## config.mk

```make
export PLATFORM = sky130hd
export DESIGN_NAME = mem_access_stage
export DESIGN_NICKNAME = d
export VERILOG_FILES = /design/src/rtl/pipeline_pkg.sv /design/src/rtl/branch_resolve.sv /design/src/rtl/mem_access_stage.sv
export SDC_FILE = /design/constraint.sdc
export NUM_CORES = 1
export LEC_CHECK = 0
export BUFFER_PORTS_ARGS = -buffer_cell sky130_fd_sc_hd__buf_4
export CAP_MARGIN = 40
export CORE_AREA = 2 2 235 237
export DETAILED_ROUTE_END_ITERATION = 7
export DIE_AREA = 0 0 237 239
export GPL_ROUTABILITY_DRIVEN = 0
export PLACE_DENSITY = 0.53
export RECOVER_POWER = 25
export SLEW_MARGIN = 30
export SYNTH_ARGS = -nofsm -noshare
export SYNTH_HDL_FRONTEND = slang
export SYNTH_HIERARCHICAL = 1
export SYNTH_SLANG_ARGS = --single-unit
```

## constraint.sdc

```tcl
create_clock -name clk -period 16.2 [get_ports clk]
set_clock_uncertainty 0.2 [all_clocks]
set_input_delay 2.43 -clock clk [delete_from_list [all_inputs] [get_ports clk]]
set_output_delay 2.43 -clock clk [all_outputs]
set_load 0.02 [all_outputs]
```

## src/rtl/pipeline_pkg.sv

```systemverilog
// Shared LEGv8 pipeline types: EX/MEM and MEM/WB bundles, memory-stage FSM encoding
// and the access-legality helpers used by the memory stage.
package pipeline_pkg;
    localparam int DATA_W = 64;
    localparam int REG_W  = 5;

    typedef enum logic {
        IDLE   = 1'b0,
        ACCESS = 1'b1
    } mem_state_e;

    typedef struct packed {
        logic              valid;
        logic [DATA_W-1:0] branch_addr;
        logic [DATA_W-1:0] alu_result;
        logic [DATA_W-1:0] store_data;
        logic              zero;
        logic              b;
        logic              bz;
        logic              bnz;
        logic              mem_read;
        logic              mem_write;
        logic              mem_to_reg;
        logic              reg_write;
        logic [REG_W-1:0]  rd;
    } ex_mem_t;

    typedef struct packed {
        logic              valid;
        logic              reg_write;
        logic              mem_to_reg;
        logic [REG_W-1:0]  rd;
        logic [DATA_W-1:0] alu_result;
        logic [DATA_W-1:0] read_data;
    } mem_wb_t;

    // A legal access names exactly one direction and a doubleword-aligned address.
    function automatic logic mem_legal(input logic valid, input logic rd_en,
                                       input logic wr_en, input logic [2:0] addr_lo);
        return valid & (rd_en ^ wr_en) & (addr_lo == 3'b000);
    endfunction

    function automatic logic mem_fault(input logic valid, input logic rd_en,
                                       input logic wr_en, input logic [2:0] addr_lo);
        return valid & (rd_en | wr_en) & ~((rd_en ^ wr_en) & (addr_lo == 3'b000));
    endfunction
endpackage

```

## src/rtl/branch_resolve.sv

```systemverilog
// Branch decision from the registered EX/MEM bundle: unconditional, CBZ and CBNZ.
module branch_resolve
    import pipeline_pkg::*;
(
    input  logic              valid,
    input  logic              b,
    input  logic              bz,
    input  logic              bnz,
    input  logic              zero,
    input  logic [DATA_W-1:0] branch_addr,
    output logic              pc_src,
    output logic [DATA_W-1:0] branch_target
);
    assign pc_src        = valid & (b | (bz & zero) | (bnz & ~zero));
    assign branch_target = branch_addr;
endmodule

```

## src/rtl/mem_access_stage.sv

```systemverilog
// EX/MEM pipeline register plus data-memory access stage: resolves branches, runs
// LDUR/STUR over a req/ack port with a timeout, and stalls upstream while waiting.
module mem_access_stage #(
    parameter int DATA_W  = pipeline_pkg::DATA_W,
    parameter int TIMEOUT = 16,
    parameter int CNT_W   = 5
) (
    input  logic              clk,
    input  logic              reset,
    input  logic              ex_valid,
    input  logic [DATA_W-1:0] ex_branch_addr,
    input  logic [DATA_W-1:0] ex_alu_result,
    input  logic [DATA_W-1:0] ex_store_data,
    input  logic              ex_zero,
    input  logic              ex_b,
    input  logic              ex_bz,
    input  logic              ex_bnz,
    input  logic              ex_mem_read,
    input  logic              ex_mem_write,
    input  logic              ex_mem_to_reg,
    input  logic              ex_reg_write,
    input  logic [4:0]        ex_rd,
    output logic              stall,
    output logic              pc_src,
    output logic [DATA_W-1:0] branch_target,
    output logic              dmem_req,
    output logic              dmem_we,
    output logic [DATA_W-1:0] dmem_addr,
    output logic [DATA_W-1:0] dmem_wdata,
    input  logic [DATA_W-1:0] dmem_rdata,
    input  logic              dmem_ack,
    output logic              wb_valid,
    output logic              wb_reg_write,
    output logic              wb_mem_to_reg,
    output logic [4:0]        wb_rd,
    output logic [DATA_W-1:0] wb_alu_result,
    output logic [DATA_W-1:0] wb_read_data,
    output logic              mem_error
);
    import pipeline_pkg::*;

    ex_mem_t          ex_bundle;
    ex_mem_t          exmem_d, exmem_q;
    mem_wb_t          wb_d, wb_q;
    mem_state_e       state_d, state_q;
    logic [CNT_W-1:0] cnt_d, cnt_q;
    logic             mem_error_d, mem_error_q;
    logic             in_access;
    logic             timeout_hit;
    logic             start_access;
    logic             fault_q;

    assign ex_bundle = '{
        valid:       ex_valid,
        branch_addr: ex_branch_addr,
        alu_result:  ex_alu_result,
        store_data:  ex_store_data,
        zero:        ex_zero,
        b:           ex_b,
        bz:          ex_bz,
        bnz:         ex_bnz,
        mem_read:    ex_mem_read,
        mem_write:   ex_mem_write,
        mem_to_reg:  ex_mem_to_reg,
        reg_write:   ex_reg_write,
        rd:          ex_rd
    };

    assign in_access    = (state_q == ACCESS);
    assign timeout_hit  = in_access & ~dmem_ack & (cnt_q == CNT_W'(TIMEOUT - 1));
    assign stall        = in_access & ~dmem_ack & ~timeout_hit;
    assign start_access = mem_legal(ex_valid, ex_mem_read, ex_mem_write, ex_alu_result[2:0]);
    assign fault_q      = mem_fault(exmem_q.valid, exmem_q.mem_read, exmem_q.mem_write,
                                    exmem_q.alu_result[2:0]);

    // Stall is combinational, so the next bundle is captured on the edge an access ends.
    always_comb begin
        exmem_d = exmem_q;
        state_d = state_q;
        cnt_d   = cnt_q;
        if (stall) begin
            cnt_d = cnt_q + CNT_W'(1);
        end else begin
            exmem_d = ex_bundle;
            state_d = start_access ? ACCESS : IDLE;
            cnt_d   = '0;
        end
    end

    always_comb begin
        wb_d        = '0;
        mem_error_d = mem_error_q;
        if (in_access) begin
            if (dmem_ack || timeout_hit) begin
                wb_d.valid      = 1'b1;
                wb_d.mem_to_reg = exmem_q.mem_to_reg;
                wb_d.rd         = exmem_q.rd;
                wb_d.alu_result = exmem_q.alu_result;
                if (dmem_ack) begin
                    wb_d.reg_write = exmem_q.reg_write & exmem_q.mem_read;
                    wb_d.read_data = exmem_q.mem_read ? dmem_rdata : '0;
                end else begin
                    mem_error_d = 1'b1;
                end
            end
        end else begin
            // In IDLE the register only ever holds a bubble, a non-memory op or a faulting access.
            wb_d.valid      = exmem_q.valid;
            wb_d.mem_to_reg = exmem_q.mem_to_reg;
            wb_d.rd         = exmem_q.rd;
            wb_d.alu_result = exmem_q.alu_result;
            wb_d.reg_write  = exmem_q.valid & exmem_q.reg_write
                            & ~exmem_q.mem_read & ~exmem_q.mem_write;
            if (fault_q) begin
                mem_error_d = 1'b1;
            end
        end
    end

    always_ff @(posedge clk or posedge reset) begin
        if (reset) begin
            exmem_q     <= '0;
            state_q     <= IDLE;
            cnt_q       <= '0;
            wb_q        <= '0;
            mem_error_q <= 1'b0;
        end else begin
            exmem_q     <= exmem_d;
            state_q     <= state_d;
            cnt_q       <= cnt_d;
            wb_q        <= wb_d;
            mem_error_q <= mem_error_d;
        end
    end

    assign dmem_req   = in_access;
    assign dmem_we    = in_access & exmem_q.mem_write;
    assign dmem_addr  = in_access ? exmem_q.alu_result : '0;
    assign dmem_wdata = in_access ? exmem_q.store_data : '0;

    branch_resolve u_branch_resolve (
        .valid         (exmem_q.valid),
        .b             (exmem_q.b),
        .bz            (exmem_q.bz),
        .bnz           (exmem_q.bnz),
        .zero          (exmem_q.zero),
        .branch_addr   (exmem_q.branch_addr),
        .pc_src        (pc_src),
        .branch_target (branch_target)
    );

    assign wb_valid      = wb_q.valid;
    assign wb_reg_write  = wb_q.reg_write;
    assign wb_mem_to_reg = wb_q.mem_to_reg;
    assign wb_rd         = wb_q.rd;
    assign wb_alu_result = wb_q.alu_result;
    assign wb_read_data  = wb_q.read_data;
    assign mem_error     = mem_error_q;
endmodule

```

==> After elaboration in Yosys (flattened, before gate mapping) <==
Cells that the tools add are included.
Widths: inputs -> output; s select.
{ "classes": {"n_eq_ne": 3, "mux": 14, "addsub": 1, "bitwise_logic": 27, "n_reduce_logical": 5} }
{ "op_table": {"columns": ["operator", "count"], "rows": [
  ["$mux 64", 5],
  ["$mux 136", 1],
  ["$mux 72", 1],
  ["$and 1x1->1", 16],
  ["$logic_not 3->1", 2],
  ["$mux 1", 6],
  ["$not 1->1", 6],
  ["$add 5x1->5 const B", 1],
  ["$eq 5x4->1 const B", 1],
  ["$mux 5", 1],
  ["$or 1x1->1", 3],
  ["$reduce_and 3->1", 1],
  ["$ne 2x1->1 const B", 1],
  ["$ne 2x2->1 const B", 1],
  ["$reduce_bool 2->1", 1],
  ["$xor 1x1->1", 2],
  ["$logic_or 1x1->1", 1]
]} }
{ "totals": {"out_inout_bits": 333, "word_cells": 72, "input_bits": 273, "register_bits": 349} }

==> Depth between registers and ports, before layout <==
Gate-level depths: netlist of run 1.
{ "depth": {"depth_word": 6, "ltp_mapped": 8, "depth_no_buf": 6} }

==> By module <==
Netlist of run 1, hierarchy kept.
{ "by_module_without_submodules": {"columns": ["mod", "seq_area_each_um2", "n_inst", "area_per_inst_um2", "cells_per_inst"], "rows": [
  ["mem_access_stage", 8733.4, 1, 13756.9, 902],
  ["branch_resolve", 0.0, 1, 499.2, 66]
]} }

==> Worst setup path after synthesis of run 1 <==
Ideal clock, no wire load.
{ "synth_timing": {"path_kind": "in2out", "startpoint": "input dmem_ack", "endpoint": "output stall", "required_ns": 13.570, "stages": 4, "slack_ns": 10.299, "arrival_time_ns": 3.271, "path_buffers": 2, "path_cell_list": "or3b_1 buf_6 inv_2 buf_6"} }
{ "synth_via": {"elab_chain_len": 5} }
{ "synth_lines": {"columns": ["item", "line_no", "source"], "rows": [
  ["from (decl)", "mem_access_stage.sv:31", "input logic dmem_ack,"],
  ["$not 1->1 *", "mem_access_stage.sv:70, mem_access_stage.sv:71", null],
  ["$and 1x1->1 *", "mem_access_stage.sv:70, mem_access_stage.sv:71", null],
  ["$and 1x1->1", "mem_access_stage.sv:70", "assign timeout_hit = in_access & ~dmem_ack & (cnt_q == CNT_W'(TIMEOUT - 1));"],
  ["$not 1->1", "mem_access_stage.sv:71", "assign stall = in_access & ~dmem_ack & ~timeout_hit;"],
  ["$and 1x1->1 *", "mem_access_stage.sv:71", null],
  ["to (decl)", "mem_access_stage.sv:23", "output logic stall,"]
]} }
Every way passes the cells marked *; elsewhere a longest branch is shown, timed or not.

==> run summary, run 1 <==
• run status: finished, violations left
• failing checks: max-capacitance violations, max-slew violations
• met1 Usage GRT: 0.151
• Net count, final: 1,787
• switching part of the total power: 0.237
• critical path class: primary input to asynchronous set/reset pin
• antenna cell count: 0
• count of flip-flops with a built-in enable after synthesis: 0
• level count of the clock H-tree: 2
• multiplexer share of the synthesized area: 0.191
• Inserted Clock Buffers: 41
• Final Util: 0.372
• design area: 20,200 sq um
• Total Routed Length: 39,900 microns
• Critical Path Stages: 4
• via count of the first global-routing pass: 9,602
• type of element capturing the critical path: asynchronous set/reset pin
• ANT nets after route: 0
• XOR/XNOR share of the synthesized area: 0.00123
• max FFs per register: 206
• GRT Total Usage: 0.136
• Max Slew Vio Count: 165
• area fraction in compound gates after synthesis: 0.00211
• pwr/cell area: 105 nW/um^2
• maximum fanout along the worst path: 72
• final worst path period need: 8.95 ns
• global-route layer with the greatest usage: met2
• IO Port Bufs: 605
• reported net switching power: 0.501 mW
• top register by number of flip-flops: exmem_q
• core outline area: 54,300 sq um
• worst reg2reg path endpoint: exmem_q[2]
• Die Area: 56,600 sq um
• top flip-flop cell by instance count after synthesis: dfrtp_1
• half-perimeter wire length of the detailed placement result: 28,800 microns
• share of the yosys chip area belonging to registers: 0.613
• Mapped Area: 14,300 sq um
• launch point of the critical path: reset
• maximum vdd drop: 0.0817 mV
• Slowest-stage cell, CP: clkbuf_1
• unrepaired setup endpoints after global routing: no
• TritonCTS clock tree: done
• number of warning messages in the yosys log: 6
• largest family of logic cells by synthesized area: multiplexers
• Vert. Die Dim: 239 microns
• Max Root-Sink Buffers: 3
• detailed-route DRC error count: 0
• Std-Cell Rows: 86
• routed via count divided by cell count: 4.03
• share of power burned in registers: 0.445
• CP required: 15.99 ns
• cell depth of the worst flop-to-flop path: 7
• Synth-to-Final Area Change: 41.7%
• ratio of final minimum period to clock period: 0.553
• distinct cell type count after synthesis: 25
• residual overflow from global routing: 0
• total setup buffers inserted after CTS: 0
• number of vias in the routed layout: 9,060
• Critical Path Source Type: primary input
• asr flop ratio synth: 1.00
• leakage component of the power: 10.1 nW
• instance area at placement: 18,900 sq um
• sinks on the clock net: 349
• initial antenna violation count: 0
• Synth Area in Adders: 0.00263
• number of violations of the max-capacitance limit: 3
• critical register-to-register path startpoint: cnt_q[0]
• hold-fix buffers at CTS: 0
• worst path cell trace: clkbuf_4, clkinvlp_2, clkbuf_1, clkbuf_1
• transition at the pin with the smallest max-transition slack: 3.91 ns
• met3 Track Usage GR: 0.0506
• I/O pin count: 606
• effective utilization at floorplan: 0.262
• cell internal pwr: 1.62 mW
• Synth Net Count: 1,244
• post-cts repair resize count: 0
• synthesized netlist cell count: 968
• global routing met2 resource utilization: 0.236
• fraction of power consumed by the clock network: 0.442
• Max-Slew Margin vs Limit: -1.61
• total of flip-flops plus latches after synthesis: 349
• library cell used as clock root buffer: clkbuf_16
• iteration-0 DRC count of the detailed router: 284
• global-route wire length before repair: 58,800 microns
• Crit path arrival time: 8.75 ns
• dominant cells by area after synthesis: dfrtp_1, and2_1, mux2_4, mux2_2, buf_4
• register-to-register setup slack: 12.11 ns
• part of the power in combinational logic: 0.113
• buffers plus inverters on the worst setup path: 4
• endpoints failing hold: 0
• maximum clock frequency: 112 MHz
• hold crit path type: register to register
• clk_lat worst skew: 0.55 ns
• CP Capture Point: wb_alu_result[0]
• most repeated library cell on the critical path: clkbuf_1
• sum of negative setup slack: 0 ns
• pin count of the biggest net entering global routing: 164
• delay-heaviest family, CP: buffers and inverters
• average footprint of a synthesized cell: 14.7 sq um
• area fraction of the dominant cell type after synthesis: 0.613
• Clock transition at path regs: 0.06 ns
• longest individual stage delay on the worst path: 2.81 ns
• Chip Width: 237 microns
• Pre-Repair DR Iteration Count: 4
• average routed wire per standard cell: 17.8 microns
• layout cells sized above 1: 0.567
• Post-Synth Simple-Gate Area: 0.123
• cell accounting for the most synthesized area: dfrtp_1
• setup-violating endpoint count in the final report: 0
## kinds of logic (layout without fill, tap and decap cells)
group	count (synthesis)	in the layout
muxes	208	208
and+or+nand+nor	280	280
adders and majority gates	3	3
buffers and inverters	122	696
DFF	349	349
AOI/OAI and AO/OA	4	4
xor gates and xnor gates	2	2
## layout by cell type (no fill, tap or decap), types with 2 or more instances in the layout
master,count
inv_1,3
buf_4,607
or4b_2,2
dfrtp_1,348
mux2_2,107
inv_6,2
clkbuf_8,15
clkbuf_16,43
ha_1,3
mux2_4,85
and2_0,38
clkbuf_1,13
xnor2_1,2
nor4b_1,2
mux2_1,16
nor2_1,6
and2_1,226
o21a_1,2
clkinv_2,5
buf_16,3
and3_1,2
## power by group through the flow
stage                     clock network [mW]  registers, mW  logic (mW)
final                                  0.936          0.943       0.239
after global routing                    1.01          0.949       0.257
after CTS                              0.975          0.945       0.246
after detailed placement                   0          0.960       0.246
after global placement                     0          0.958       0.242
after floorplan                            0          0.969       0.121
## metal layers
metal,vias up,share of wire
met2,381,0.51
met1,4432,0.37
met5,-,0
met4,0,0.029
met3,65,0.090
li1,4182,-
## cell usage after synthesis (2+ instances only)
| cell | instances |
|---|---|
| o21a_1 | 2 |
| and3_1 | 2 |
| buf_12 | 11 |
| inv_1 | 4 |
| mux2_2 | 107 |
| clkbuf_1 | 28 |
| buf_6 | 11 |
| or4b_2 | 2 |
| and2_1 | 264 |
| buf_4 | 64 |
| nor2_1 | 6 |
| dfrtp_1 | 349 |
| buf_2 | 3 |
| xnor2_1 | 2 |
| mux2_4 | 100 |
| nor4b_1 | 2 |
| ha_1 | 3 |
## through the flow
stage          power [mW]  hold WS [ns]  cells  setup slack [ns]
6_report             2.12         0.274   2246              7.25
3_3_place_gp         1.20         0.251   2167              9.73
2_1_floorplan        1.09         0.233    968              3.89
4_1_cts              2.17         0.275   2243              9.69
3_5_place_dp         1.21         0.261   2169              9.69
5_1_grt              2.21         0.299   2246              5.73
## worst min-delay path by stage
stage | cells past startpoint | slack, ns | from | endpoint
floorplan | 1 | 0.23 | cnt_q[0] | cnt_q[0]
CTS | 1 | 0.27 | exmem_q[2] | wb_rd[2]
global route | 1 | 0.30 | exmem_q[55] | exmem_q[55]
global placement | 1 | 0.25 | cnt_q[0] | cnt_q[0]
detailed placement | 1 | 0.26 | exmem_q[2] | wb_rd[2]
finish | 1 | 0.27 | exmem_q[2] | wb_rd[2]
## final cells by class
| class | count | area, sq um |
|---|---|---|
| inverters | 5 | 21.3 |
| clock inverters | 8 | 75.1 |
| flip-flops and latches | 349 | 8740 |
| multi-input cells | 497 | 4500 |
| well taps | 704 | 881 |
| clock buffers | 66 | 1310 |
| fillers | 5398 | 34100 |
| repair buffers | 617 | 4680 |
No activity file was read; power rests on OpenSTA's default activity.
==> run 2: changes to the inputs <==
Settings changed: CORE_AREA 2 2 235 237 to 2 2 234 236, DIE_AREA 0 0 237 239 to 0 0 236 238, PLACE_DENSITY 0.53 to 0.55.
Clock period 16.2 ns to 7.2 ns, I/O delays scaled along.
==> run 2 against run 1 <==
  * The run still ends with max-capacitance violations, max-slew violations left
  * Combinational power rose by 120%
  * Routed wire length fell by 2.1%
  * Final cell count fell by 0.49%
  * Sequential power rose by 130%
  * Global-route usage rose by 0.073 points
  * Critical path type is now register to primary output
==> run summary, run 2 (synthesis results as in run 1) <==
• sinks on the clock net: 349
• detailed-route DRC error count: 0
• leakage component of the power: 10.0 nW
• area of the multi-input gates: 4560 sq um
• Std-Cell Rows: 85
• Vert. Die Dim: 238 microns
• register-to-register setup slack: 3.04 ns
• TritonCTS clock tree: done
• longest individual stage delay on the worst path: 1.57 ns
• pin count of the biggest net entering global routing: 161
• hold-fix buffers at CTS: 0
• Critical Path Stages: 3
• failing checks: max-capacitance violations, max-slew violations
• Critical Path Source Type: register
• half-perimeter wire length of the detailed placement result: 28,200 microns
• hold crit path type: register to register
• type of element capturing the critical path: primary output
• average routed wire per standard cell: 17.5 microns
• delay-heaviest family, CP: flip-flops
• post-cts repair resize count: 0
• Max-Slew Margin vs Limit: -0.955
• clk_lat worst skew: 0.55 ns
• transition at the pin with the smallest max-transition slack: 2.93 ns
• residual overflow from global routing: 0
• via count of the first global-routing pass: 9,754
• number of vias in the routed layout: 9,025
• level count of the clock H-tree: 2
• final worst path period need: 4.67 ns
• global-route wire length before repair: 59,200 microns
• I/O pin count: 606
• Die Area: 56,200 sq um
• maximum clock frequency: 214 MHz
• commonest cells after routing, fill and taps aside: buf_4, dfrtp_1, and2_1, mux2_2, mux2_4
• worst reg2reg path endpoint: wb_read_data[28]
• top register by number of flip-flops: exmem_q
• library cell used as clock root buffer: clkbuf_16
• Clock transition at path regs: 0.06 ns
• unrepaired setup endpoints after global routing: no
• IO Port Bufs: 605
• total setup buffers inserted after CTS: 0
• ANT nets after route: 0
• total power: 4.79 mW
• Max Root-Sink Buffers: 3
• total of fill cells in the finished design: 5,210
• number of violations of the max-capacitance limit: 3
• worst path cell trace: buf_4, and2_1, buf_4
• cell depth of the worst flop-to-flop path: 3
• routed via count divided by cell count: 4.04
• run status: finished, violations left
• Hold Slack: 0.271 ns
• CP Capture Point: dmem_addr[11]
• iteration-0 DRC count of the detailed router: 333
• critical path class: register to primary output
• Net count, final: 1,784
• initial antenna violation count: 3
• Inserted Clock Buffers: 40
• most common cell after layout, fill and taps aside: buf_4
• CP required: 5.92 ns
• most repeated library cell on the critical path: buf_4
• buffers plus inverters on the worst setup path: 2
• launch point of the critical path: dmem_req
• GRT Total Usage: 0.136
• Total Routed Length: 39,000 microns
• endpoints failing hold: 0
• FF+latch area: 8730 sq um
• setup-violating endpoint count in the final report: 0
• ratio of final minimum period to clock period: 0.648
• Max Slew Vio Count: 173
• sum of negative setup slack: 0 ns
• critical register-to-register path startpoint: dmem_req
• Slowest-stage cell, CP: dfrtp_1
• maximum fanout along the worst path: 71
• effective utilization at floorplan: 0.266
• Pre-Repair DR Iteration Count: 4
• max FFs per register: 206
• layout cells sized above 1: 0.553
• maximum vdd drop: 0.184 mV
• Synth-to-Final Area Change: 41.2%
• core outline area: 53,500 sq um
• Crit path arrival time: 3.39 ns
• pwr/cell area: 238 nW/um^2
• Chip Width: 236 microns
==> run 2: cell count changes in the layout (fill, tap and decap cells not counted), sizes merged <==
cell,change
clkbuf,+28
clkinv,-1
diode,+1
bufinv,+4
buf,-35
==> run 2: layer usage <==
layer / GRT usage / routed length (microns)
met4: 0.0463 / 1060
met1: 0.154 / 14700
met5: 0 / 7
met3: 0.0531 / 3570
met2: 0.235 / 19600
==> run 2: final cells by class <==
cell class | instances | share of cell area
Tap cell | 696 | 0.0433
Sequential cell | 349 | 0.434
Antenna cell | 1 | 0.000124
Inverter | 5 | 0.00106
Clock inverter | 11 | 0.00945
Clock buffer | 61 | 0.0592
Timing Repair Buffer | 615 | 0.226
Multi-Input combinational cell | 497 | 0.227
==> run 2: worst register-to-register path, delay by kind of cell (launching register included) <==
family	cells	cell delay [ns]
DFF	1	1.57
and+or+nand+nor	2	1.09
buffers and inverters	1	1.22
==> run 2: worst min-delay path by stage <==
stage	startpoint	endpoint	slack [ns]	cells after the start
6_report	exmem_q[1]	wb_rd[1]	0.27	1
5_1_grt	cnt_q[0]	cnt_q[0]	0.29	1
4_1_cts	cnt_q[0]	cnt_q[0]	0.27	1
3_5_place_dp	exmem_q[1]	wb_rd[1]	0.26	1
3_3_place_gp	cnt_q[0]	cnt_q[0]	0.24	1
2_1_floorplan	cnt_q[0]	cnt_q[0]	0.23	1
==> run 2: through the flow <==
step | setup slack [ns] | instances | util | instance area, sq um
final | 2.53 | 2235 | 0.376 | 20100
after global routing | 2.13 | 2235 | 0.376 | 20100
after CTS | 3.30 | 2233 | 0.379 | 20300
after detailed placement | 3.77 | 2161 | 0.353 | 18900
after global placement | 3.65 | 2159 | 0.352 | 18800
after floorplan | 1.25 | 968 | - | 14300
==> run 2: where the power goes <==
part / internal, mW / switching, mW
clock network: 1.32 / 0.811
registers: 2.07 / 0.0589
logic: 0.287 / 0.246
